## src/rtl/cpu_pkg.sv

```systemverilog
// cpu_pkg: shared pipeline constants and the fetch FSM state encoding.
package cpu_pkg;
  localparam logic [31:0] RESET_PC_DEFAULT = 32'h0000_3000;
  localparam logic [31:0] NOP = 32'h0000_0000;
  typedef enum logic [1:0] {ISSUE = 2'd0, WAIT = 2'd1, HOLD = 2'd2} fetch_state_t;
endpackage

```

## src/rtl/fd_pipe_reg.sv

```systemverilog
// fd_pipe_reg: F/D pipeline register; holds on stall, loads on load, otherwise inserts a bubble.
module fd_pipe_reg (
  input  logic        clk,
  input  logic        reset,
  input  logic        stall,
  input  logic        load,
  input  logic [31:0] ins,
  input  logic [31:0] pc,
  input  logic        adel,
  output logic [31:0] D_ins,
  output logic [31:0] D_PC,
  output logic        D_valid,
  output logic        D_adel
);
  always_ff @(posedge clk or negedge reset)
    if (!reset) begin
      D_ins <= '0;
      D_PC <= '0;
      D_valid <= 1'b0;
      D_adel <= 1'b0;
    end else if (!stall) begin
      if (load) begin
        D_ins <= ins;
        D_PC <= pc;
      end
      D_valid <= load;
      D_adel <= load & adel;
    end
endmodule

```

## src/rtl/fetch_unit.sv

```systemverilog
// fetch_unit: IF stage owning the PC, one outstanding imem request, delay-slot redirects, F/D register.
// Define FETCH_ADEL_EN to report misaligned fetch addresses on D_adel instead of aligning im_addr.
module fetch_unit import cpu_pkg::*; #(
  parameter logic [31:0] RESET_PC = RESET_PC_DEFAULT
) (
  input  logic        clk,
  input  logic        reset,
  input  logic        stall,
  input  logic        PCw_enable,
  input  logic [31:0] DnPC,
  output logic        im_req_valid,
  input  logic        im_req_ready,
  output logic [31:0] im_addr,
  input  logic        im_rsp_valid,
  input  logic [31:0] im_rsp_data,
  output logic [31:0] D_ins,
  output logic [31:0] D_PC,
  output logic        D_valid,
  output logic        D_adel
);
  fetch_state_t state;
  logic [31:0] f_pc, redir_tgt, hold_data, next_pc, ld_ins;
  logic redir_pend, live, misal, rsp_ld, hold_ld, adel_ld, load, cap;
`ifdef FETCH_ADEL_EN
  assign misal = |f_pc[1:0];
  assign im_addr = f_pc;
`else
  assign misal = 1'b0;
  assign im_addr = {f_pc[31:2], 2'b00};
`endif
  // live keeps the request low for the first cycle out of reset
  assign im_req_valid = live && state == ISSUE && !misal;
  assign rsp_ld = state == WAIT && im_rsp_valid && !stall;
  assign hold_ld = state == HOLD && !stall;
  assign adel_ld = state == ISSUE && misal && !stall;
  assign load = rsp_ld || hold_ld || adel_ld;
  assign cap = !stall && PCw_enable;
  // a redirect arriving with the delay-slot load steers the PC straight to DnPC
  assign next_pc = cap ? DnPC : redir_pend ? redir_tgt : f_pc + 32'd4;
  assign ld_ins = adel_ld ? NOP : hold_ld ? hold_data : im_rsp_data;
  always_ff @(posedge clk or negedge reset)
    if (!reset) begin
      state <= ISSUE;
      f_pc <= RESET_PC;
      redir_pend <= 1'b0;
      redir_tgt <= '0;
      hold_data <= NOP;
      live <= 1'b0;
    end else begin
      live <= 1'b1;
      state <= (im_req_valid && im_req_ready) ? WAIT
             : (state == WAIT && im_rsp_valid) ? (stall ? HOLD : ISSUE)
             : hold_ld ? ISSUE : state;
      if (load) f_pc <= next_pc;
      redir_pend <= !load && (redir_pend || cap);
      if (cap) redir_tgt <= DnPC;
      if (state == WAIT && im_rsp_valid && stall) hold_data <= im_rsp_data;
    end
  fd_pipe_reg u_fd (
    .clk(clk),
    .reset(reset),
    .stall(stall),
    .load(load),
    .ins(ld_ins),
    .pc(f_pc),
    .adel(adel_ld),
    .D_ins(D_ins),
    .D_PC(D_PC),
    .D_valid(D_valid),
    .D_adel(D_adel)
  );
endmodule

```

## config.mk

```make
export PLATFORM = sky130hd
export DESIGN_NAME = fetch_unit
export DESIGN_NICKNAME = d
export VERILOG_FILES = /design/src/rtl/cpu_pkg.sv /design/src/rtl/fd_pipe_reg.sv /design/src/rtl/fetch_unit.sv
export SDC_FILE = /design/constraint.sdc
export NUM_CORES = 1
export LEC_CHECK = 0
export ABC_AREA = 1
export CORE_ASPECT_RATIO = 0.5
export CORE_MARGIN = 2
export CORE_UTILIZATION = 40
export DETAILED_ROUTE_END_ITERATION = 12
export HOLD_SLACK_MARGIN = 0.02
export PLACE_DENSITY = 0.65
export SLEW_MARGIN = 20
export SYNTH_ARGS = -nofsm -noshare
export SYNTH_HDL_FRONTEND = slang
export SYNTH_SLANG_ARGS = --single-unit
```

## constraint.sdc

```tcl
create_clock -name clk -period 3.1 [get_ports clk]
set_input_delay 0.62 -clock clk [delete_from_list [all_inputs] [get_ports clk]]
set_output_delay 0.62 -clock clk [all_outputs]
set_load 0.05 [all_outputs]
```

==> results of run 1 <==
==> through the flow <==
step | worst slack (ns) | cells | total power, mW | hold WS, ns | utilization
6_report | 0.481 | 1342 | 12.2 | 0.200 | 0.523
4_1_cts | 0.454 | 1342 | 12.3 | 0.244 | 0.523
2_1_floorplan | 1.28 | 950 | 8.26 | 0.324 | -
5_1_grt | 0.358 | 1342 | 13.0 | 0.256 | 0.523
3_3_place_gp | 0.530 | 1313 | 10.0 | 0.446 | 0.494
3_5_place_dp | 0.478 | 1313 | 10.1 | 0.451 | 0.494
==> worst max-delay path: cells and delay by family (launching register included) <==
kind | cells | cell delay (ns)
AND/OR/NAND/NOR | 2 | 0.21
flip-flops | 1 | 0.36
buffers and inverters | 2 | 1.02
==> logic make-up after synthesis <==
kind of cell	Yosys count	share of synthesized area
DFF	165	0.522
other	2	0.000950
xor gates and xnor gates	8	0.00886
adders and majority gates	1	0.00158
and+or+nand+nor	415	0.207
buffers and inverters	141	0.0878
AOI/OAI and AO/OA	183	0.124
muxes	33	0.0470
==> synth_stat cells (19+ instances only) <==
library cell               number  area (um^2)
sky130_fd_sc_hd__nor2_1       104          390
sky130_fd_sc_hd__nand2_1      270         1010
sky130_fd_sc_hd__o21ai_0       59          295
sky130_fd_sc_hd__mux2_2        33          372
sky130_fd_sc_hd__a31oi_1       38          238
sky130_fd_sc_hd__inv_1         59          221
sky130_fd_sc_hd__nand3_1       34          170
sky130_fd_sc_hd__buf_4         35          263
sky130_fd_sc_hd__dfrtp_1      163         4080
sky130_fd_sc_hd__buf_2         27          135
sky130_fd_sc_hd__a21oi_1       69          345
sky130_fd_sc_hd__clkbuf_1      19         71.3
==> final cells by class <==
class,count,share of cell area
Tap cell,266,0.0328
Sequential cell,165,0.407
Clock buffer,19,0.0426
Clock inverter,10,0.0133
Multi-Input combinational cell,644,0.305
Inverter,60,0.0223
Timing Repair Buffer,178,0.177
==> report_power, final <==
part	switching (mW)	internal (mW)
clock network	0.847	1.25
logic	4.13	2.11
registers	0.778	3.09
==> flip-flops by register name (all words and copies together) (netlist names) <==
name	cells
f_pc	32
hold_data	32
live	1
redir_pend	1
redir_tgt	32
state	2
u_fd.D_PC	32
u_fd.D_ins	32
u_fd.D_valid	1
==> layer usage <==
layer	vias up	routed length, um	global-route usage
li1	3267	-	-
met5	-	11	0
met2	145	9820	0.341
met4	2	361	0.0679
met3	26	1110	0.0508
met1	3209	9230	0.258
==> how the worst max path moves through the flow <==
| stage | end | startpoint | cells past startpoint |
|---|---|---|---|
| finish | im_req_valid | state[1] | 4 |
| detailed placement | f_pc[22] | stall | 6 |
| global placement | f_pc[18] | stall | 5 |
| floorplan | im_req_valid | state[1] | 3 |
| CTS | im_req_valid | state[1] | 4 |
| global route | im_req_valid | state[1] | 4 |
==> flow_results.xml, run 1 <==
<?xml version="1.0" encoding="UTF-8"?>
<metrics>
  <group name="finish">
    <metric name="postLayoutCellArea" unit="um^2">10200</metric>
    <metric name="area_of_the_multi_input_gates" unit="um^2">3100</metric>
    <metric name="drive_gt1_frac" unit="">0.0771</metric>
    <metric name="ant_cells" unit="">0</metric>
    <metric name="num-fill-cells" unit="">1827</metric>
    <metric name="area_taken_by_flip_flops_and_latches" unit="um^2">4130</metric>
    <metric name="most-common-layout-cells" unit="">sky130_fd_sc_hd__nand2_1 (270), sky130_fd_sc_hd__clkdlybuf4s50_1 (164), sky130_fd_sc_hd__dfrtp_1 (163), sky130_fd_sc_hd__nor2_1 (103), sky130_fd_sc_hd__a21oi_1 (69)</metric>
    <metric name="layout.cells.most_common" unit="">sky130_fd_sc_hd__nand2_1</metric>
    <metric name="final_net_count" unit="">1137</metric>
    <metric name="growth_of_design_area_from_synthesis_to_finish" unit="%">28.5</metric>
  </group>
  <group name="logic_synthesis">
    <metric name="synthFlopType" unit="">sky130_fd_sc_hd__dfrtp_1</metric>
    <metric name="asyncSetResetFlopFracSynth" unit="">1.00</metric>
    <metric name="synthesis.yosys.warnings" unit="">0</metric>
    <metric name="synth.yosys.seq_area_share" unit="">0.522</metric>
    <metric name="netlist_area" unit="um^2">7910</metric>
    <metric name="postSynthRegisterBits" unit="">165</metric>
    <metric name="synth_area_per_cell" unit="um^2">8.34</metric>
    <metric name="instance_count_of_the_mapped_netlist" unit="">948</metric>
    <metric name="synth_cell_type_count" unit="">27</metric>
    <metric name="synth-edff-count" unit="">0</metric>
  </group>
  <group name="floorplan">
    <metric name="top_level_ports" unit="">169</metric>
    <metric name="floorplan.initialDensity" unit="">0.407</metric>
    <metric name="die_area" unit="um^2">21000</metric>
    <metric name="die_h" unit="um">103</metric>
    <metric name="dieWidth" unit="um">203</metric>
    <metric name="placement_rows" unit="">36</metric>
    <metric name="core_area" unit="um^2">19400</metric>
  </group>
  <group name="worst_setup_path">
    <metric name="worstRegToRegCells" unit="">6</metric>
    <metric name="max_stage_delay" unit="ns">0.87</metric>
    <metric name="critical_path.startpoint_type" unit="">flop</metric>
    <metric name="path_max_fanout" unit="">4</metric>
    <metric name="endpoint_kind" unit="">primary output</metric>
    <metric name="cp_slowest_cell" unit="">sky130_fd_sc_hd__clkdlybuf4s50_1</metric>
    <metric name="critical_path_required" unit="ns">2.48</metric>
    <metric name="timing.setup.critical_path_class" unit="">flop to primary output</metric>
    <metric name="crit_chain" unit="">inv_1, nand2_1, nor2_1, clkdlybuf4s50_1</metric>
    <metric name="timing.reg2reg.setup_slack" unit="ns">1.13</metric>
    <metric name="r2r_end" unit="">f_pc[22]</metric>
    <metric name="crit_path_arrival_time" unit="ns">2.00</metric>
    <metric name="timing.rr.start" unit="">state[0]</metric>
  </group>
  <group name="global_route">
    <metric name="grt_start_max_net_pins" unit="">73</metric>
    <metric name="grt_util_all_layers" unit="">0.202</metric>
    <metric name="antenna_found_initial" unit="">1</metric>
    <metric name="vias_in_the_first_global_route" unit="">6491</metric>
    <metric name="grt_remaining_overflow" unit="">0</metric>
    <metric name="global_route_wire_length_before_repair" unit="mm">33.2</metric>
  </group>
  <group name="placed_design">
    <metric name="hpwl" unit="mm">14.2</metric>
    <metric name="port_buffers" unit="">165</metric>
    <metric name="detailed_place.area" unit="um^2">9590</metric>
    <metric name="place.gp.congestion" unit="">0.865</metric>
  </group>
  <group name="sta">
    <metric name="hold_violations" unit="">0</metric>
    <metric name="fmax" unit="GHz">0.382</metric>
    <metric name="min_clock_period_post_route" unit="ns">2.62</metric>
    <metric name="grt_setup_unrepaired" unit="">no</metric>
    <metric name="relSlewSlack" unit="">0.527</metric>
    <metric name="min_period_over_period" unit="">0.845</metric>
    <metric name="timing.clock.skew" unit="ns">0.0123</metric>
    <metric name="setup_tns" unit="ns">0</metric>
    <metric name="slew_viol_final" unit="">0</metric>
    <metric name="timing_worst_slew_pin_value" unit="ns">0.709</metric>
    <metric name="setup_viol" unit="">0</metric>
  </group>
  <group name="cts">
    <metric name="clock_latency" unit="ns">0.42</metric>
    <metric name="ctsHoldBuffers" unit="">0</metric>
    <metric name="cts.clk_slew.worst_paths" unit="ns">0.06</metric>
    <metric name="cts_tree" unit="">yes</metric>
    <metric name="clock_buffer_count_from_cts" unit="">17</metric>
    <metric name="post-cts-setup-buffers" unit="">0</metric>
    <metric name="clock_tree_root_buffer_cell" unit="">sky130_fd_sc_hd__clkbuf_16</metric>
    <metric name="ctsResizeCount" unit="">0</metric>
    <metric name="clock_tree.htree_level_count" unit="">4</metric>
    <metric name="ctsLongestPathBuffers" unit="">2</metric>
    <metric name="number_of_sinks_on_the_clock_net" unit="">165</metric>
  </group>
  <group name="status">
    <metric name="run_status" unit="">completed</metric>
  </group>
  <group name="route">
    <metric name="drt_first_iter_violations" unit="">425</metric>
    <metric name="detail_route.first_pass.iterations" unit="">5</metric>
    <metric name="drt_drc_violations_left" unit="">0</metric>
    <metric name="finalWirelength" unit="mm">20.5</metric>
    <metric name="ant_nets" unit="">0</metric>
    <metric name="routed_wire_length_per_instance" unit="um">15.3</metric>
    <metric name="routed-via-count" unit="">6649</metric>
    <metric name="route.detailed.vias_per_inst" unit="">4.95</metric>
  </group>
  <group name="hold_path">
    <metric name="holdCritPathClass" unit="">input pin to asynchronous set/reset pin</metric>
  </group>
  <group name="power_and_ir_drop">
    <metric name="power.ir.vdd_worst" unit="mV">0.645</metric>
    <metric name="static-leakage-power" unit="nW">4.55</metric>
    <metric name="power.density" unit="nW/um^2">1200</metric>
  </group>
  <group name="job">
    <metric name="cap_viol_max_count" unit="">0</metric>
  </group>
</metrics>
Power figures use the tool's default switching activity.
==> inputs of run 2 (changes only) <==
==> constraint.sdc (replaced) <==
create_clock -name clk -period 2.7 [get_ports clk]
set_input_delay 0.54 -clock clk [delete_from_list [all_inputs] [get_ports clk]]
set_output_delay 0.54 -clock clk [all_outputs]
set_load 0.05 [all_outputs]
==> run 2 against run 1 <==
  * Final cell count up 0.37%
  * Sequential share of layout area decreased by 0.19 points
  * Via count down 0.63%
  * Sequential power is 14% higher
  * Non-clock buffer count up 2
  * First-iteration DRC count rose by 8.5%
  * Utilization increased by 0.24 points
  * Global-route usage is 0.19 points higher
  * Register-to-register slack got worse by 0.34 ns
  * Die area did not move
  * Critical path type unchanged
  * Highest routed layer is now met4
==> flow_results.xml, run 2 (synthesis gave the netlist of run 1 again) <==
<?xml version="1.0" encoding="UTF-8"?>
<metrics>
  <group name="status">
    <metric name="run_status" unit="">completed</metric>
  </group>
  <group name="sta">
    <metric name="grt_setup_unrepaired" unit="">no</metric>
    <metric name="setup_viol" unit="">0</metric>
    <metric name="timing_worst_slew_pin_value" unit="ns">0.709</metric>
    <metric name="relSlewSlack" unit="">0.527</metric>
    <metric name="hold_violations" unit="">0</metric>
    <metric name="timing.clock.skew" unit="ns">0.0149</metric>
    <metric name="setup_tns" unit="ns">0</metric>
    <metric name="min_clock_period_post_route" unit="ns">2.52</metric>
    <metric name="slew_viol_final" unit="">0</metric>
    <metric name="min_period_over_period" unit="">0.933</metric>
    <metric name="fmax" unit="GHz">0.397</metric>
    <metric name="final.setup.worst_slack" unit="ns">0.180</metric>
  </group>
  <group name="hold_path">
    <metric name="holdCritPathClass" unit="">input pin to asynchronous set/reset pin</metric>
  </group>
  <group name="placed_design">
    <metric name="place.gp.congestion" unit="">0.848</metric>
    <metric name="port_buffers" unit="">165</metric>
    <metric name="dp_cell_count" unit="">1315</metric>
    <metric name="hpwl" unit="mm">14.3</metric>
    <metric name="dp_worst_setup_slack" unit="ns">0.222</metric>
  </group>
  <group name="cts">
    <metric name="cts_tree" unit="">yes</metric>
    <metric name="ctsLongestPathBuffers" unit="">2</metric>
    <metric name="clock_tree.htree_level_count" unit="">4</metric>
    <metric name="cts.clk_slew.worst_paths" unit="ns">0.06</metric>
    <metric name="number_of_sinks_on_the_clock_net" unit="">165</metric>
    <metric name="post-cts-setup-buffers" unit="">0</metric>
    <metric name="ctsHoldBuffers" unit="">0</metric>
    <metric name="clock_buffer_count_from_cts" unit="">17</metric>
    <metric name="ctsResizeCount" unit="">0</metric>
    <metric name="clock_tree_root_buffer_cell" unit="">sky130_fd_sc_hd__clkbuf_16</metric>
    <metric name="clock_latency" unit="ns">0.43</metric>
  </group>
  <group name="finish">
    <metric name="finalNonFillerCells" unit="">1347</metric>
    <metric name="area_of_the_multi_input_gates" unit="um^2">3100</metric>
    <metric name="ant_cells" unit="">0</metric>
    <metric name="most-common-layout-cells" unit="">sky130_fd_sc_hd__nand2_1 (270), sky130_fd_sc_hd__clkdlybuf4s50_1 (164), sky130_fd_sc_hd__dfrtp_1 (163), sky130_fd_sc_hd__nor2_1 (103), sky130_fd_sc_hd__a21oi_1 (69)</metric>
    <metric name="final_net_count" unit="">1139</metric>
    <metric name="layout.cells.most_common" unit="">sky130_fd_sc_hd__nand2_1</metric>
    <metric name="drive_gt1_frac" unit="">0.0833</metric>
    <metric name="growth_of_design_area_from_synthesis_to_finish" unit="%">29.1</metric>
    <metric name="area_taken_by_flip_flops_and_latches" unit="um^2">4130</metric>
    <metric name="num-fill-cells" unit="">1756</metric>
  </group>
  <group name="power_and_ir_drop">
    <metric name="power" unit="mW">14.0</metric>
    <metric name="power.ir.vdd_worst" unit="mV">0.792</metric>
    <metric name="power.density" unit="nW/um^2">1370</metric>
    <metric name="static-leakage-power" unit="nW">4.58</metric>
  </group>
  <group name="worst_setup_path">
    <metric name="family_with_the_most_delay_on_the_worst_path" unit="">buffers and inverters</metric>
    <metric name="critical_path_required" unit="ns">2.16</metric>
    <metric name="timing.setup.critical_path_class" unit="">flop to primary output</metric>
    <metric name="crit_path_arrival_time" unit="ns">1.98</metric>
    <metric name="cp_slowest_cell" unit="">sky130_fd_sc_hd__clkdlybuf4s50_1</metric>
    <metric name="crit_chain" unit="">inv_1, nand2_1, nor2_1, clkdlybuf4s50_1</metric>
    <metric name="endpoint_kind" unit="">primary output</metric>
    <metric name="worst-path-buf-inv" unit="">2</metric>
    <metric name="path_max_fanout" unit="">4</metric>
    <metric name="critical_path.startpoint_type" unit="">flop</metric>
    <metric name="max_stage_delay" unit="ns">0.87</metric>
  </group>
  <group name="floorplan">
    <metric name="dieWidth" unit="um">203</metric>
    <metric name="top_level_ports" unit="">169</metric>
    <metric name="placement_rows" unit="">36</metric>
    <metric name="die_h" unit="um">103</metric>
    <metric name="core_area" unit="um^2">19400</metric>
    <metric name="die_area" unit="um^2">21000</metric>
    <metric name="floorplan.initialDensity" unit="">0.407</metric>
  </group>
  <group name="global_route">
    <metric name="global_route_wire_length_before_repair" unit="mm">33.3</metric>
    <metric name="grt_remaining_overflow" unit="">0</metric>
    <metric name="grt_start_max_net_pins" unit="">58</metric>
    <metric name="antenna_found_initial" unit="">0</metric>
    <metric name="grt_util_all_layers" unit="">0.204</metric>
    <metric name="vias_in_the_first_global_route" unit="">6536</metric>
  </group>
  <group name="route">
    <metric name="detail_route.first_pass.iterations" unit="">5</metric>
    <metric name="drt_drc_violations_left" unit="">0</metric>
    <metric name="drt_first_iter_violations" unit="">461</metric>
    <metric name="ant_nets" unit="">0</metric>
    <metric name="route.detailed.vias_per_inst" unit="">4.90</metric>
    <metric name="routed-via-count" unit="">6607</metric>
    <metric name="finalWirelength" unit="mm">20.6</metric>
    <metric name="routed_wire_length_per_instance" unit="um">15.3</metric>
  </group>
  <group name="job">
    <metric name="cap_viol_max_count" unit="">0</metric>
  </group>
</metrics>
-- run 2: cell count changes in the layout (fill, tap and decap cells not counted), moves of 2 or more --
cell,change
sky130_fd_sc_hd__buf_12,+3
sky130_fd_sc_hd__bufinv_16,-3
sky130_fd_sc_hd__clkbuf_1,-2
sky130_fd_sc_hd__clkbuf_8,+3
sky130_fd_sc_hd__clkinv_4,+3
sky130_fd_sc_hd__inv_6,+3
-- run 2: path summary, 6_finish.rpt --
| path | start | to | slack (ns) | cells after the start |
|---|---|---|---|---|
| max | state[1] | im_req_valid | 0.18 | 4 |
| min | reset | hold_data[24] | 0.07 | 1 |
| max reg2reg | f_pc[3] | f_pc[18] | 0.79 | 8 |
| min reg2reg | redir_tgt[5] | redir_tgt[5] | 0.46 | 2 |
| max in group asynchronous | reset | redir_tgt[31] | 1.91 | 2 |
| min in group clk | redir_tgt[5] | redir_tgt[5] | 0.46 | 2 |
-- run 2: power breakdown --
group	internal, mW	leakage [nW]	switching (mW)	total, mW
clock	1.27	0.271	1.06	2.33
sequential	3.54	1.94	0.857	4.40
combinational	2.45	2.37	4.78	7.23
total	7.26	4.58	6.69	14.0
-- run 2: routing by layer --
layer	up-vias	wire [um]	track usage
met3	23	1010	0.0529
met5	-	0	0
met4	0	280	0.0590
met2	138	9730	0.342
li1	3275	-	-
met1	3171	9580	0.265
-- run 2: per-stage QoR --
step | hold WS [ns] | instance area (um^2) | util
floorplan | 0.244 | 7920 | -
global placement | 0.446 | 9650 | 0.497
detailed placement | 0.453 | 9650 | 0.497
CTS | 0.0792 | 10200 | 0.526
global route | 0.0902 | 10200 | 0.526
finish | 0.0681 | 10200 | 0.526
-- run 2: layout make-up --
class | count | share of cell area
Tap cell | 266 | 0.0326
Sequential cell | 165 | 0.405
Multi-Input combinational cell | 644 | 0.304
Clock buffer | 20 | 0.0457
Timing Repair Buffer | 180 | 0.182
Inverter | 60 | 0.0222
Clock inverter | 12 | 0.00944
==> inputs of run 3 (changes only) <==
--- a/config.mk
+++ b/config.mk
@@ -10,6 +10,7 @@
 export CORE_MARGIN = 2
 export CORE_UTILIZATION = 40
 export DETAILED_ROUTE_END_ITERATION = 12
+export GPL_TIMING_DRIVEN = 0
 export HOLD_SLACK_MARGIN = 0.02
 export PLACE_DENSITY = 0.65
 export SLEW_MARGIN = 20
==> run 3 against run 2 <==
  * Critical endpoint is now im_addr[12]
  * Register-to-register slack worse by 0.06 ns
  * Critical path depth fell by 2
  * Sequential share of layout area is 1.3 points lower
  * Critical path type unchanged
  * Utilization up 1.8 points
  * Largest power group unchanged
  * Hold slack better by 0.40 ns
==> flow_results.xml, run 3 (synthesis gave the netlist of run 1 again) <==
<?xml version="1.0" encoding="UTF-8"?>
<metrics>
  <group name="status">
    <metric name="run_status" unit="">completed</metric>
  </group>
  <group name="global_route">
    <metric name="antenna_found_initial" unit="">0</metric>
    <metric name="global_route_wire_length_before_repair" unit="mm">36.5</metric>
    <metric name="vias_in_the_first_global_route" unit="">7037</metric>
    <metric name="grt_start_max_net_pins" unit="">62</metric>
    <metric name="grt_remaining_overflow" unit="">0</metric>
    <metric name="grt_util_all_layers" unit="">0.225</metric>
  </group>
  <group name="placed_design">
    <metric name="dp_cell_count" unit="">1383</metric>
    <metric name="hpwl" unit="mm">16.7</metric>
    <metric name="port_buffers" unit="">165</metric>
    <metric name="detailed_place.area" unit="um^2">9960</metric>
    <metric name="place.gp.congestion" unit="">0.911</metric>
  </group>
  <group name="finish">
    <metric name="final_net_count" unit="">1208</metric>
    <metric name="area_taken_by_flip_flops_and_latches" unit="um^2">4130</metric>
    <metric name="finalNonFillerCells" unit="">1416</metric>
    <metric name="ant_cells" unit="">0</metric>
    <metric name="postLayoutCellArea" unit="um^2">10600</metric>
    <metric name="most-common-layout-cells" unit="">sky130_fd_sc_hd__nand2_1 (270), sky130_fd_sc_hd__clkdlybuf4s50_1 (164), sky130_fd_sc_hd__dfrtp_1 (163), sky130_fd_sc_hd__nor2_1 (104), sky130_fd_sc_hd__a21oi_1 (69)</metric>
    <metric name="drive_gt1_frac" unit="">0.119</metric>
    <metric name="area_of_the_multi_input_gates" unit="um^2">3090</metric>
    <metric name="growth_of_design_area_from_synthesis_to_finish" unit="%">33.5</metric>
    <metric name="num-fill-cells" unit="">1811</metric>
    <metric name="layout.cells.most_common" unit="">sky130_fd_sc_hd__nand2_1</metric>
  </group>
  <group name="worst_setup_path">
    <metric name="crit_path_arrival_time" unit="ns">1.99</metric>
    <metric name="crit_chain" unit="">buf_4, clkdlybuf4s50_1</metric>
    <metric name="timing.setup.critical_path_class" unit="">flop to primary output</metric>
    <metric name="path_max_fanout" unit="">6</metric>
    <metric name="max_stage_delay" unit="ns">0.80</metric>
    <metric name="critical_path_required" unit="ns">2.16</metric>
    <metric name="r2r_end" unit="">f_pc[18]</metric>
    <metric name="worst-path-buf-inv" unit="">2</metric>
    <metric name="critical_path.startpoint_type" unit="">flop</metric>
    <metric name="family_with_the_most_delay_on_the_worst_path" unit="">buffers and inverters</metric>
    <metric name="worstRegToRegCells" unit="">8</metric>
    <metric name="endpoint_kind" unit="">primary output</metric>
    <metric name="cp_slowest_cell" unit="">sky130_fd_sc_hd__clkdlybuf4s50_1</metric>
    <metric name="timing.reg2reg.setup_slack" unit="ns">0.73</metric>
    <metric name="timing.rr.start" unit="">f_pc[3]</metric>
  </group>
  <group name="cts">
    <metric name="ctsResizeCount" unit="">0</metric>
    <metric name="cts_tree" unit="">yes</metric>
    <metric name="cts.clk_slew.worst_paths" unit="ns">0.07</metric>
    <metric name="clock_tree.htree_level_count" unit="">4</metric>
    <metric name="ctsLongestPathBuffers" unit="">2</metric>
    <metric name="clock_latency" unit="ns">0.43</metric>
    <metric name="clock_buffer_count_from_cts" unit="">17</metric>
    <metric name="clock_tree_root_buffer_cell" unit="">sky130_fd_sc_hd__clkbuf_16</metric>
    <metric name="number_of_sinks_on_the_clock_net" unit="">165</metric>
  </group>
  <group name="power_and_ir_drop">
    <metric name="power" unit="mW">14.5</metric>
    <metric name="power.ir.vdd_worst" unit="mV">0.720</metric>
    <metric name="static-leakage-power" unit="nW">4.81</metric>
    <metric name="power.density" unit="nW/um^2">1370</metric>
  </group>
  <group name="route">
    <metric name="drt_drc_violations_left" unit="">0</metric>
    <metric name="routed_wire_length_per_instance" unit="um">16.1</metric>
    <metric name="drt_first_iter_violations" unit="">440</metric>
    <metric name="routed-via-count" unit="">7118</metric>
    <metric name="ant_nets" unit="">0</metric>
    <metric name="finalWirelength" unit="mm">22.8</metric>
    <metric name="detail_route.first_pass.iterations" unit="">5</metric>
    <metric name="route.detailed.vias_per_inst" unit="">5.03</metric>
  </group>
  <group name="floorplan">
    <metric name="dieWidth" unit="um">203</metric>
    <metric name="die_area" unit="um^2">21000</metric>
    <metric name="die_h" unit="um">103</metric>
    <metric name="core_area" unit="um^2">19400</metric>
    <metric name="top_level_ports" unit="">169</metric>
    <metric name="floorplan.initialDensity" unit="">0.407</metric>
    <metric name="placement_rows" unit="">36</metric>
  </group>
  <group name="sta">
    <metric name="min_period_over_period" unit="">0.938</metric>
    <metric name="grt_setup_unrepaired" unit="">no</metric>
    <metric name="setup_viol" unit="">0</metric>
    <metric name="timing_worst_slew_pin_value" unit="ns">0.599</metric>
    <metric name="timing.clock.skew" unit="ns">0.0174</metric>
    <metric name="slew_viol_final" unit="">0</metric>
    <metric name="relSlewSlack" unit="">0.601</metric>
    <metric name="hold_violations" unit="">0</metric>
    <metric name="min_clock_period_post_route" unit="ns">2.53</metric>
    <metric name="fmax" unit="GHz">0.395</metric>
    <metric name="setup_tns" unit="ns">0</metric>
  </group>
  <group name="hold_path">
    <metric name="holdPathEnd" unit="">redir_tgt[7]</metric>
    <metric name="worst_hold_path.num_cells" unit="">2</metric>
    <metric name="holdCritPathClass" unit="">flop to flop</metric>
    <metric name="hold_path.startpoint" unit="">redir_tgt[7]</metric>
  </group>
  <group name="job">
    <metric name="cap_viol_max_count" unit="">0</metric>
  </group>
</metrics>
[run 3: cell count changes in the layout (fill, tap and decap cells not counted), moves of 2 or more]
cell	before	now
sky130_fd_sc_hd__nor2_4	4	2
sky130_fd_sc_hd__clkinv_2	3	0
sky130_fd_sc_hd__buf_16	0	2
sky130_fd_sc_hd__buf_12	7	0
sky130_fd_sc_hd__buf_4	8	35
sky130_fd_sc_hd__buf_2	0	27
sky130_fd_sc_hd__clkbuf_1	0	20
[run 3: through the flow]
stage	util	setup slack [ns]	hold WS [ns]
floorplan	-	0.961	0.244
global placement	0.510	-5.78	0.445
detailed placement	0.513	0.122	0.450
CTS	0.544	0.169	0.470
global route	0.544	0.0944	0.482
finish	0.544	0.167	0.466
[run 3: power breakdown]
part,total [mW],leakage [nW],switching (mW),internal [mW]
logic,7.66,2.60,4.96,2.70
registers,4.39,1.94,0.853,3.54
clock network,2.42,0.275,1.06,1.36
[run 3: worst max-delay path by stage]
stage,start,end,slack [ns],depth (start not counted)
2_1_floorplan,state[1],im_req_valid,0.96,3
3_3_place_gp,reset,redir_tgt[23],-5.78,1
3_5_place_dp,stall,u_fd.D_ins[15],0.12,7
4_1_cts,f_pc[12],im_addr[12],0.17,2
5_1_grt,state[1],im_req_valid,0.09,4
6_report,f_pc[12],im_addr[12],0.17,2
[run 3: layout make-up]
| type | instances | area share |
|---|---|---|
| clock buffers | 21 | 0.0446 |
| repair buffers | 168 | 0.163 |
| multi-input cells | 644 | 0.293 |
| inverters | 60 | 0.0213 |
| well taps | 266 | 0.0315 |
| flip-flops and latches | 165 | 0.391 |
| plain buffers | 81 | 0.0445 |
| clock inverters | 11 | 0.0109 |
[run 3: layer usage]
layer,vias to the layer above,track usage,share of wire
met5,-,0,0
met4,0,0.0752,0.015
met3,31,0.0473,0.058
met2,208,0.371,0.47
met1,3458,0.301,0.46
li1,3421,-,-
[run 3: worst min-delay path, cell delays in order, from the launching register on]
cell,delay (ns)
sky130_fd_sc_hd__dfrtp_1,0.32
sky130_fd_sc_hd__nand2_1,0.06
sky130_fd_sc_hd__nand2_1,0.05
[run 3: timing repair]
action	CTS	global route
hold endpoints to repair	14	0
setup buffers	0	0
endpoints found under the setup margin	0	0
hold buffers	1	0
